**config.mk**
```make
export PLATFORM = sky130hd
export DESIGN_NAME = sdram_arbiter
export DESIGN_NICKNAME = d
export VERILOG_FILES = /design/src/rtl/sdram_arbiter.sv
export SDC_FILE = /design/constraint.sdc
export NUM_CORES = 1
export LEC_CHECK = 0
export CAP_MARGIN = 5
export CORE_UTILIZATION = 36
export CTS_CLUSTER_DIAMETER = 60
export DETAILED_ROUTE_END_ITERATION = 6
export PLACE_DENSITY = 0.78
export SETUP_SLACK_MARGIN = 0.5
export SYNTH_ARGS = -nofsm -noshare
export SYNTH_HDL_FRONTEND = slang
export SYNTH_SLANG_ARGS = --single-unit
```
**constraint.sdc**
```tcl
create_clock -name sys_clk_i -period 2.8 [get_ports sys_clk_i]
set_clock_uncertainty 0.15 [all_clocks]
set_input_delay 0.42 -clock sys_clk_i [delete_from_list [all_inputs] [get_ports sys_clk_i]]
set_output_delay 0.42 -clock sys_clk_i [all_outputs]
set_load 0.05 [all_outputs]
```
**src/rtl/sdram_arbiter.sv**
```systemverilog
// sdram_arbiter: shares the SDRAM command/data pins among init, refresh, write and read sub-controllers.
// Optional macro ARB_FAIR_EN alternates write/read when both are pending.
module sdram_arbiter #(
   parameter int TIMEOUT_CYCLES = 1023
) (
   input  logic        sys_clk_i,
   input  logic        rst_i,
   input  logic        init_end_i,
   input  logic [3:0]  init_cmd_i,
   input  logic [1:0]  init_ba_i,
   input  logic [12:0] init_addr_i,
   input  logic        aref_req_i,
   input  logic        aref_end_i,
   input  logic [3:0]  aref_cmd_i,
   input  logic [1:0]  aref_ba_i,
   input  logic [12:0] aref_addr_i,
   input  logic        wr_req_i,
   input  logic        wr_end_i,
   input  logic [3:0]  write_cmd_i,
   input  logic [1:0]  write_ba_i,
   input  logic [12:0] write_addr_i,
   input  logic        wr_sdram_en_i,
   input  logic [15:0] wr_sdram_data_i,
   input  logic        rd_req_i,
   input  logic        rd_end_i,
   input  logic [3:0]  read_cmd_i,
   input  logic [1:0]  read_ba_i,
   input  logic [12:0] read_addr_i,
   output logic        aref_en_o,
   output logic        wr_en_o,
   output logic        rd_en_o,
   output logic        arb_err_o,
   output logic        sdram_cke_o,
   output logic        sdram_cs_n_o,
   output logic        sdram_ras_n_o,
   output logic        sdram_cas_n_o,
   output logic        sdram_we_n_o,
   output logic [1:0]  sdram_ba_o,
   output logic [12:0] sdram_addr_o,
   output logic [15:0] sdram_dq_o,
   output logic        sdram_dq_oe_o
);
   typedef enum logic [2:0] {ARB_INIT, ARB_ARBIT, ARB_AREF, ARB_WRITE, ARB_READ} state_t;
   state_t      r_state, w_next;
   logic [9:0]  r_cnt;
   logic        r_err;
   logic [3:0]  r_cmd, w_cmd;
   logic [1:0]  r_ba, w_ba;
   logic [12:0] r_addr, w_addr;
   logic [15:0] r_dq;
   logic        r_oe, w_oe;
   logic        w_grant, w_end, w_to, w_wr_first;
`ifdef ARB_FAIR_EN
   logic        r_last_rd;
   assign w_wr_first = r_last_rd;
`else
   assign w_wr_first = 1'b1;
`endif
   always_comb begin
      w_grant = (r_state == ARB_AREF) || (r_state == ARB_WRITE) || (r_state == ARB_READ);
      w_end   = (r_state == ARB_AREF && aref_end_i) || (r_state == ARB_WRITE && wr_end_i) ||
                (r_state == ARB_READ && rd_end_i);
      w_to    = w_grant && !w_end && (r_cnt == 10'(TIMEOUT_CYCLES - 1));
      w_next  = r_state;
      case (r_state)
         ARB_INIT:  w_next = init_end_i ? ARB_ARBIT : ARB_INIT;
         ARB_ARBIT: w_next = aref_req_i ? ARB_AREF :
                             (wr_req_i && rd_req_i) ? (w_wr_first ? ARB_WRITE : ARB_READ) :
                             wr_req_i ? ARB_WRITE : rd_req_i ? ARB_READ : ARB_ARBIT;
         default:   w_next = (w_end || w_to) ? ARB_ARBIT : r_state;
      endcase
      w_cmd  = 4'b0111;
      w_ba   = 2'b11;
      w_addr = 13'h1FFF;
      case (r_state)
         ARB_INIT:  {w_cmd, w_ba, w_addr} = {init_cmd_i, init_ba_i, init_addr_i};
         ARB_AREF:  {w_cmd, w_ba, w_addr} = {aref_cmd_i, aref_ba_i, aref_addr_i};
         ARB_WRITE: {w_cmd, w_ba, w_addr} = {write_cmd_i, write_ba_i, write_addr_i};
         ARB_READ:  {w_cmd, w_ba, w_addr} = {read_cmd_i, read_ba_i, read_addr_i};
         default:   ;
      endcase
      // a timed-out owner may be mid-burst; its command is replaced by a NOP
      if (w_to) {w_cmd, w_ba, w_addr} = {4'b0111, 2'b11, 13'h1FFF};
      w_oe = (r_state == ARB_WRITE) && wr_sdram_en_i && !w_to;
   end
   always_ff @(posedge sys_clk_i) begin
      if (rst_i) begin
         r_state <= ARB_INIT;
         r_cnt   <= '0;
         r_err   <= 1'b0;
         r_cmd   <= 4'b0111;
         r_ba    <= 2'b11;
         r_addr  <= 13'h1FFF;
         r_dq    <= '0;
         r_oe    <= 1'b0;
      end else begin
         r_state <= w_next;
         r_cnt   <= (w_grant && !w_end && !w_to) ? r_cnt + 10'd1 : '0;
         r_err   <= w_to;
         r_cmd   <= w_cmd;
         r_ba    <= w_ba;
         r_addr  <= w_addr;
         r_dq    <= w_oe ? wr_sdram_data_i : 16'h0000;
         r_oe    <= w_oe;
      end
   end
`ifdef ARB_FAIR_EN
   always_ff @(posedge sys_clk_i) begin
      if (rst_i) r_last_rd <= 1'b1;
      else if (r_state == ARB_ARBIT && w_next == ARB_WRITE) r_last_rd <= 1'b0;
      else if (r_state == ARB_ARBIT && w_next == ARB_READ) r_last_rd <= 1'b1;
   end
`endif
   assign aref_en_o     = (r_state == ARB_AREF);
   assign wr_en_o       = (r_state == ARB_WRITE);
   assign rd_en_o       = (r_state == ARB_READ);
   assign arb_err_o     = r_err;
   assign sdram_cke_o   = 1'b1;
   assign {sdram_cs_n_o, sdram_ras_n_o, sdram_cas_n_o, sdram_we_n_o} = r_cmd;
   assign sdram_ba_o    = r_ba;
   assign sdram_addr_o  = r_addr;
   assign sdram_dq_o    = r_dq;
   assign sdram_dq_oe_o = r_oe;
endmodule

```
---- After elaboration in Yosys (flattened, before gate mapping) ----
Index checks and enable logic that the tools add are counted.
storage, ports and cells
  memory bits (read-only) ................. 0
  bits in writable memories ............... 0
  bits in latches ......................... 0
  flip-flop bits (word level) ............. 50
  memories kept ........................... 0
  input port bits ......................... 102
operators by class
  div/mod/pow operators ................... 0
  bitwise logic cells ..................... 2
  muxes and demuxes ....................... 10
  shift-type cells ........................ 0
  $lt $le $gt $ge ......................... 0
  $mul .................................... 0
  eq/ne operators ......................... 5
  $add $sub $neg .......................... 1
  reduce and logical (&&, ||, !) cells .... 21
operator list
  operator                 count
  $pmux W13 S4             1
  $pmux W4 S4              1
  $mux W3                  5
  $add A10 B1 Y10 const B  1
  $eq A10 B10 Y1 const B   1
  $logic_and A1 B1 Y1      9
  $pmux W2 S4              1
  $eq A3 B2 Y1 const B     2
  $pmux W3 S2              1
  $reduce_or A2 Y1         3
  $logic_or A1 B1 Y1       5
  $eq A3 B1 Y1 const B     1
  $eq A3 B3 Y1 const B     1
  $logic_not A3 Y1         1
  $reduce_bool A3 Y1       1
  $logic_not A1 Y1         2
  $not A1 Y1               2
  $mux W1                  1

---- Longest topological paths before layout ----
Gate-level depths: netlist (run 1).
  depth in word-level cells ............... 11
  depth in mapped cells ................... 7

---- Worst setup path before layout (run 1) ----
No wires, ideal clock.
  path kind ............................... reg-to-output
  start point ............................. reg r_state[1]
  end point ............................... out aref_en_o
  setup slack ............................. 0.626 ns
  data arrival time ....................... 1.604 ns
  stages on the path, launching flop included .. 4
  path buffers ............................ 2
  cells stage by stage .................... dfxtp_1 > buf_2 > nor3b_2 > clkbuf_1
between the ends
  cells in the longest elaborated chain, start to end .. 1
RTL lines
  element                 RTL line  RTL
  from (decl)             44        state_t r_state, w_next;
  from (signal assigned)  97        r_state <= w_next;
  $eq A3 B2 Y1            114       assign aref_en_o = (r_state == ARB_AREF);
  to (decl)               29        output logic aref_en_o,
No other way between the ends.

---- Final worst setup path (run 1) ----
  start point ............................. reg r_state[2]
  end point ............................... out aref_en_o
The elaborated chain is that of the path after synthesis.

==> results_dict.tcl, run 1 <==
set metrics [dict create \
    die_x_um 79.2 \
    antenna_found_initial 0 \
    synth_edf_count 0 \
    top_level_ports 143 \
    htree_levels 2 \
    grtUsageTotal 0.208 \
    syn_area_um2 2150 \
    path_buf_inv 3 \
    peakVddDrop_mv 0.311 \
    crit_arrival_ps 1630 \
    hold_viol 0 \
    drt_pass1_iterations 4 \
    crit_start "r_state[2]$_SDFFE_PP0P_" \
    drt_wl_total_um 6450 \
    clk_pin_slew_ps 90 \
    synthArstFlopShare 0 \
    yosysWarnings 0 \
    rrSetupSlack_ps 790 \
    path_cells "buf_4 > nor3b_2 > buf_6 > buf_12" \
    hp-class "reg2reg" \
    synth_ff_type "dfxtp_1" \
    core_um2 5640 \
    grt_setup_unrepaired "false" \
    p_leak_nw 1.34 \
    start_kind "register" \
    cp-end-kind "output pin" \
    antenna_cells 0 \
    layout.filler_cells 469 \
    cp.depth 4 \
    drv_cap 0 \
    cts_sinks 50 \
    synth_area_per_cell_um2 9.67 \
    critPathMaxFanout 25 \
    cp_top_family "buffers and inverters" \
    grt_pass1_wl_um 10000 \
    setup_viol 0 \
    dieHeight_um 79.2 \
    period_needed_ps 2200 \
    final_layout_size_suffix_gt1_frac 0.0718 \
    grt_overflow 0 \
    grt_max_degree 26 \
    reg2reg_to "sdram_dq_o[14]$_SDFF_PP0_" \
    dp_hpwl_um 4930 \
    setup_tns_ps 0 \
    relSlewSlack 0.513 \
    clockRootBuffer "clkbuf_8" \
    die-area_um2 6280 \
    synthCells 222 \
    syn_nets 326 \
    grt_pass1_vias 2077 \
    ant_nets 0 \
    crit_required_ps 2230 \
    fmax_mhz 454 \
    worst_hold_slack_ps 338 \
    drtIter0Drc 52 \
    rows 27 \
    final_nets 465 \
    outcome "finished clean" \
    drc 0 \
    fin_crit_sh 0.787 \
    crit_type "reg2out" \
    hold_buffers 0 \
    wl_per_cell_um 14.9 \
    yosysUniqueCellTypes 41 \
    vias_per_cell 5.02 \
    powerDensity_nw_per_um2 489 \
    critical_path.max_stage_delay_ps 350 \
    numCtsBuffers 5 \
    synthToLayoutAreaGrowth_pct 74.4 \
    cts_tree "done" \
    port_buffers 141 \
    via_count 2179 \
    tightestPinTransition_ps 725 \
    rr_worst_depth 7 \
    seq_area_frac_synth 0.466 \
    clk_path_buf_depth 2 \
    crit_path_end "aref_en_o" \
    rr_startpoint "r_cnt[0]$_SDFF_PP0_" \
    slew_violations 0 \
    ys_seq_elements 50 \
    place.gp.congestion 0.767 \
    insertion_delay_ps 300 \
    crit_path_top_delay_cell "dfxtp_1" \
    start_util 0.381 \
]
==> sequential cells by signal (all words and copies together), names as in the netlist <==
| signal | count |
|---|---|
| r_cmd | 4 |
| r_state | 3 |
| sdram_dq_oe_o | 1 |
| sdram_ba_o | 2 |
| r_cnt | 10 |
| arb_err_o | 1 |
| sdram_dq_o | 16 |
| sdram_addr_o | 13 |
==> metrics by stage <==
step	power (mW)	area, µm²	utilization	cells	setup WS (ps)
final	1.83	3740	0.664	434	596
after global placement	1.33	3620	0.642	426	526
after detailed placement	1.34	3620	0.642	426	473
after global routing	1.91	3740	0.664	434	521
after CTS	1.84	3740	0.663	434	525
after floorplan	1.08	2150	-	222	626
==> cell usage in the layout (no fill, tap or decap), drive strengths merged, types with 3 or more instances in the layout <==
master         count
a221oi            12
mux2i             11
nor3               6
xnor2              5
clkbuf             5
a22oi             17
xor2               3
buf                9
inv                7
nand3              4
nand2             14
nor2              23
dfxtp             50
and2              18
clkdlybuf4s50    138
o211ai             8
==> where the power goes <==
part	internal (mW)	total [mW]	leakage (nW)	switching, mW
clock	0.266	0.508	0.0504	0.243
sequential	0.756	0.780	0.409	0.0241
combinational	0.264	0.545	0.883	0.281
total	1.29	1.83	1.34	0.547
==> worst min-delay path by stage <==
stage,startpoint,endpoint,slack (ps),depth (start not counted)
floorplan,r_cnt[0]$_SDFF_PP0_,r_cnt[0]$_SDFF_PP0_,290,1
global placement,r_cnt[0]$_SDFF_PP0_,r_cnt[0]$_SDFF_PP0_,310,1
detailed placement,r_cnt[0]$_SDFF_PP0_,r_cnt[0]$_SDFF_PP0_,320,1
CTS,r_cnt[0]$_SDFF_PP0_,r_cnt[0]$_SDFF_PP0_,340,1
global route,r_cnt[0]$_SDFF_PP0_,r_cnt[0]$_SDFF_PP0_,370,1
finish,r_cnt[0]$_SDFF_PP0_,r_cnt[0]$_SDFF_PP0_,340,1
==> synth_stat cells (5+ instances only) <==
cell type | instances | area, µm²
dfxtp_1 | 50 | 1000
nor2_1 | 23 | 86.3
and2_1 | 18 | 113
a22oi_1 | 17 | 128
nand2_1 | 14 | 52.6
a221oi_1 | 11 | 96.3
mux2i_1 | 11 | 110
o211ai_1 | 8 | 60.1
clkbuf_1 | 7 | 26.3
inv_1 | 7 | 26.3
nor3_1 | 6 | 30.0
xnor2_1 | 5 | 43.8
==> worst reg2reg max path, stage by stage (launching register included) <==
cell and delay, ps:
dfxtp_1 350, inv_1 60, ha_1 140, nand2_1 60, nor3_1 610, a211oi_2 150
buf_4 210, and2_1 170
==> cell type report <==
type / count / area (µm²) / area share
inverters: 7 / 26.3 / 0.00702
flip-flops and latches: 50 / 1000 / 0.268
multi-input cells: 150 / 1030 / 0.276
clock inverters: 3 / 45.0 / 0.0120
well taps: 72 / 90.1 / 0.0241
repair buffers: 147 / 1480 / 0.395
clock buffers: 5 / 68.8 / 0.0184
==> timing repair <==
item | 4_1_cts | 5_1_grt
buffers inserted | 0 | 0
setup endpoints to repair | 1 | 2
resized for setup | 2 | 3
==> metal layers <==
metal / track usage / part of all wire / up-vias
li1: - / - / 1068
met5: 0 / 0 / -
met4: 0.0709 / 0.024 / 0
met3: 0.0609 / 0.086 / 10
met2: 0.353 / 0.50 / 95
met1: 0.250 / 0.39 / 1006
==> cells by family after synthesis <==
logic type,after synthesis,synth area share
AO/OA/AOI/OAI,49,0.194
XOR/XNOR,8,0.0326
adder cells (fa/ha/maj),2,0.0117
buffers and inverters,22,0.0536
flip-flops,50,0.466
multiplexers,11,0.0513
other,1,0.00175
AND/OR/NAND/NOR,79,0.189
Note: power is estimated with default switching activity, not from simulation.
==> inputs of run 2 (changes only) <==
==> constraint.sdc (replaced) <==
create_clock -name sys_clk_i -period 2.05 [get_ports sys_clk_i]
set_clock_uncertainty 0.15 [all_clocks]
set_input_delay 0.3075 -clock sys_clk_i [delete_from_list [all_inputs] [get_ports sys_clk_i]]
set_output_delay 0.3075 -clock sys_clk_i [all_outputs]
set_load 0.05 [all_outputs]
==> run 2 against run 1 <==
Against the previous run: sequential share of layout area decreased by 1.7 points; first-iteration DRC count up 50%; final area up 8.7%; critical path depth grew 1; core utilization grew 5.7 points; critical endpoint is now r_cmd[1]$_SDFF_PP1_.
==> results_dict.tcl, run 2 (synthesis results as in run 1) <==
set metrics [dict create \
    final_layout_size_suffix_gt1_frac 0.257 \
    setup_tns_ps 0 \
    cts_sinks 50 \
    power_mw 2.47 \
    grt_pass1_vias 2215 \
    final_common_cell "clkdlybuf4s50_1" \
    vias_per_cell 5.01 \
    setup_ws_ps 191 \
    critPathMaxFanout 18 \
    die_x_um 79.2 \
    drc 0 \
    period_needed_ps 1860 \
    dp_cells 435 \
    grt_max_degree 19 \
    fmax_mhz 538 \
    start_kind "register" \
    crit_required_ps 2080 \
    hp-start "r_cnt[0]$_SDFF_PP0_" \
    fin_cells 453 \
    cp_top_family "compound AO/OA/AOI/OAI gates" \
    setup_viol 0 \
    final_nets 484 \
    crit_type "reg2reg" \
    largest_register_ffs 16 \
    via_count 2268 \
    drt_wl_total_um 6910 \
    die-area_um2 6280 \
    crit_arrival_ps 1880 \
    port_buffers 141 \
    synthToLayoutAreaGrowth_pct 89.5 \
    whs_path_depth 1 \
    slew_violations 0 \
    hp-class "reg2reg" \
    clockRootBuffer "clkbuf_8" \
    insertion_delay_ps 300 \
    p_leak_nw 1.50 \
    rows 27 \
    peakVddDrop_mv 0.367 \
    grt_overflow 0 \
    hold_viol 0 \
    holdPathEnd "r_cnt[0]$_SDFF_PP0_" \
    final_cell_mix "clkdlybuf4s50_1, dfxtp_1, clkdlybuf4s15_2" \
    dp_hpwl_um 5020 \
    clk_pin_slew_ps 100 \
    rr_startpoint "r_state[2]$_SDFFE_PP0P_" \
    start_util 0.381 \
    critical_path.max_stage_delay_ps 390 \
    grt_setup_unrepaired "true" \
    layout.filler_cells 425 \
    dpl_worst_slack_ps -61.2 \
    fin_crit_sh 0.907 \
    drv_cap 0 \
    core_um2 5640 \
    clk_path_buf_depth 2 \
    powerDensity_nw_per_um2 606 \
    wl_per_cell_um 15.3 \
    drtIter0Drc 78 \
    drt_pass1_iterations 4 \
    antenna_cells 0 \
    ant_nets 0 \
    fin_util 0.721 \
    reg2reg_to "r_cmd[1]$_SDFF_PP1_" \
    crit_path_top_delay_cell "dfxtp_4" \
    top_level_ports 143 \
    grtUsageTotal 0.217 \
    place.gp.congestion 0.817 \
    path_cells "and3b_1 > a211o_4 > a221oi_4 > buf_12 > o211ai_1" \
    outcome "finished clean" \
    rr_worst_depth 5 \
    hold_buffers 0 \
    rrSetupSlack_ps 190 \
    cp-end-kind "register" \
    antenna_found_initial 0 \
    cts_tree "done" \
    htree_levels 2 \
    path_buf_inv 1 \
    grt_pass1_wl_um 10400 \
    dieHeight_um 79.2 \
    numCtsBuffers 5 \
]
-- run 2: where the power goes --
| part | switching (mW) | leakage [nW] | internal (mW) |
|---|---|---|---|
| sequential | 0.0263 | 0.413 | 1.03 |
| clock | 0.340 | 0.0491 | 0.251 |
| combinational | 0.418 | 1.04 | 0.402 |
| total | 0.784 | 1.50 | 1.68 |
-- run 2: layer usage --
layer	global-route usage	routed length, µm	vias up
li1	-	-	1108
met1	0.248	2660	1056
met2	0.400	3630	94
met3	0.0575	519	10
met4	0.0509	100	0
met5	0	0	-
-- run 2: layout make-up --
type                            instances  area [µm²]  share of cell area
Sequential cell                        50        1020               0.251
Tap cell                               72        90.1              0.0221
Timing Repair Buffer                  166        1730               0.426
Inverter                                7        26.3             0.00646
Clock inverter                          3        26.3             0.00646
Clock buffer                            5        68.8              0.0169
Multi-Input combinational cell        150        1100               0.271
-- run 2: how the worst max path moves through the flow --
stage                                  startpoint                          to  slack (ps)  cells after the start
final                     r_state[2]$_SDFFE_PP0P_         r_cmd[1]$_SDFF_PP1_         190                      5
after floorplan           r_state[0]$_SDFFE_PP0P_         r_cmd[2]$_SDFF_PP1_          50                      7
after CTS                     r_cnt[0]$_SDFF_PP0_         r_cmd[1]$_SDFF_PP1_         220                      8
after detailed placement               aref_end_i    sdram_dq_o[8]$_SDFF_PP0_         -60                      7
after global placement                 aref_end_i  sdram_addr_o[1]$_SDFF_PP1_         -30                      6
after global routing      r_state[2]$_SDFFE_PP0P_         r_cmd[1]$_SDFF_PP1_         130                      5
-- run 2: worst register-to-register path: stages (launching register included) --
cell and delay [ps]:
dfxtp_4 390, and3b_1 220, a211o_4 360, a221oi_4 330
buf_12 190, o211ai_1 90
-- run 2: per-stage QoR --
stage | cell area, µm² | hold WS [ps]
2_1_floorplan | 2150 | 234
5_1_grt | 4070 | 300
3_3_place_gp | 3710 | 309
4_1_cts | 3950 | 347
6_report | 4070 | 283
3_5_place_dp | 3710 | 325
-- run 2: repair_timing --
action,in CTS,in global routing
setup endpoints to repair,90,53
setup buffers,5,5
resized for setup,130,22
pin swaps,1,4
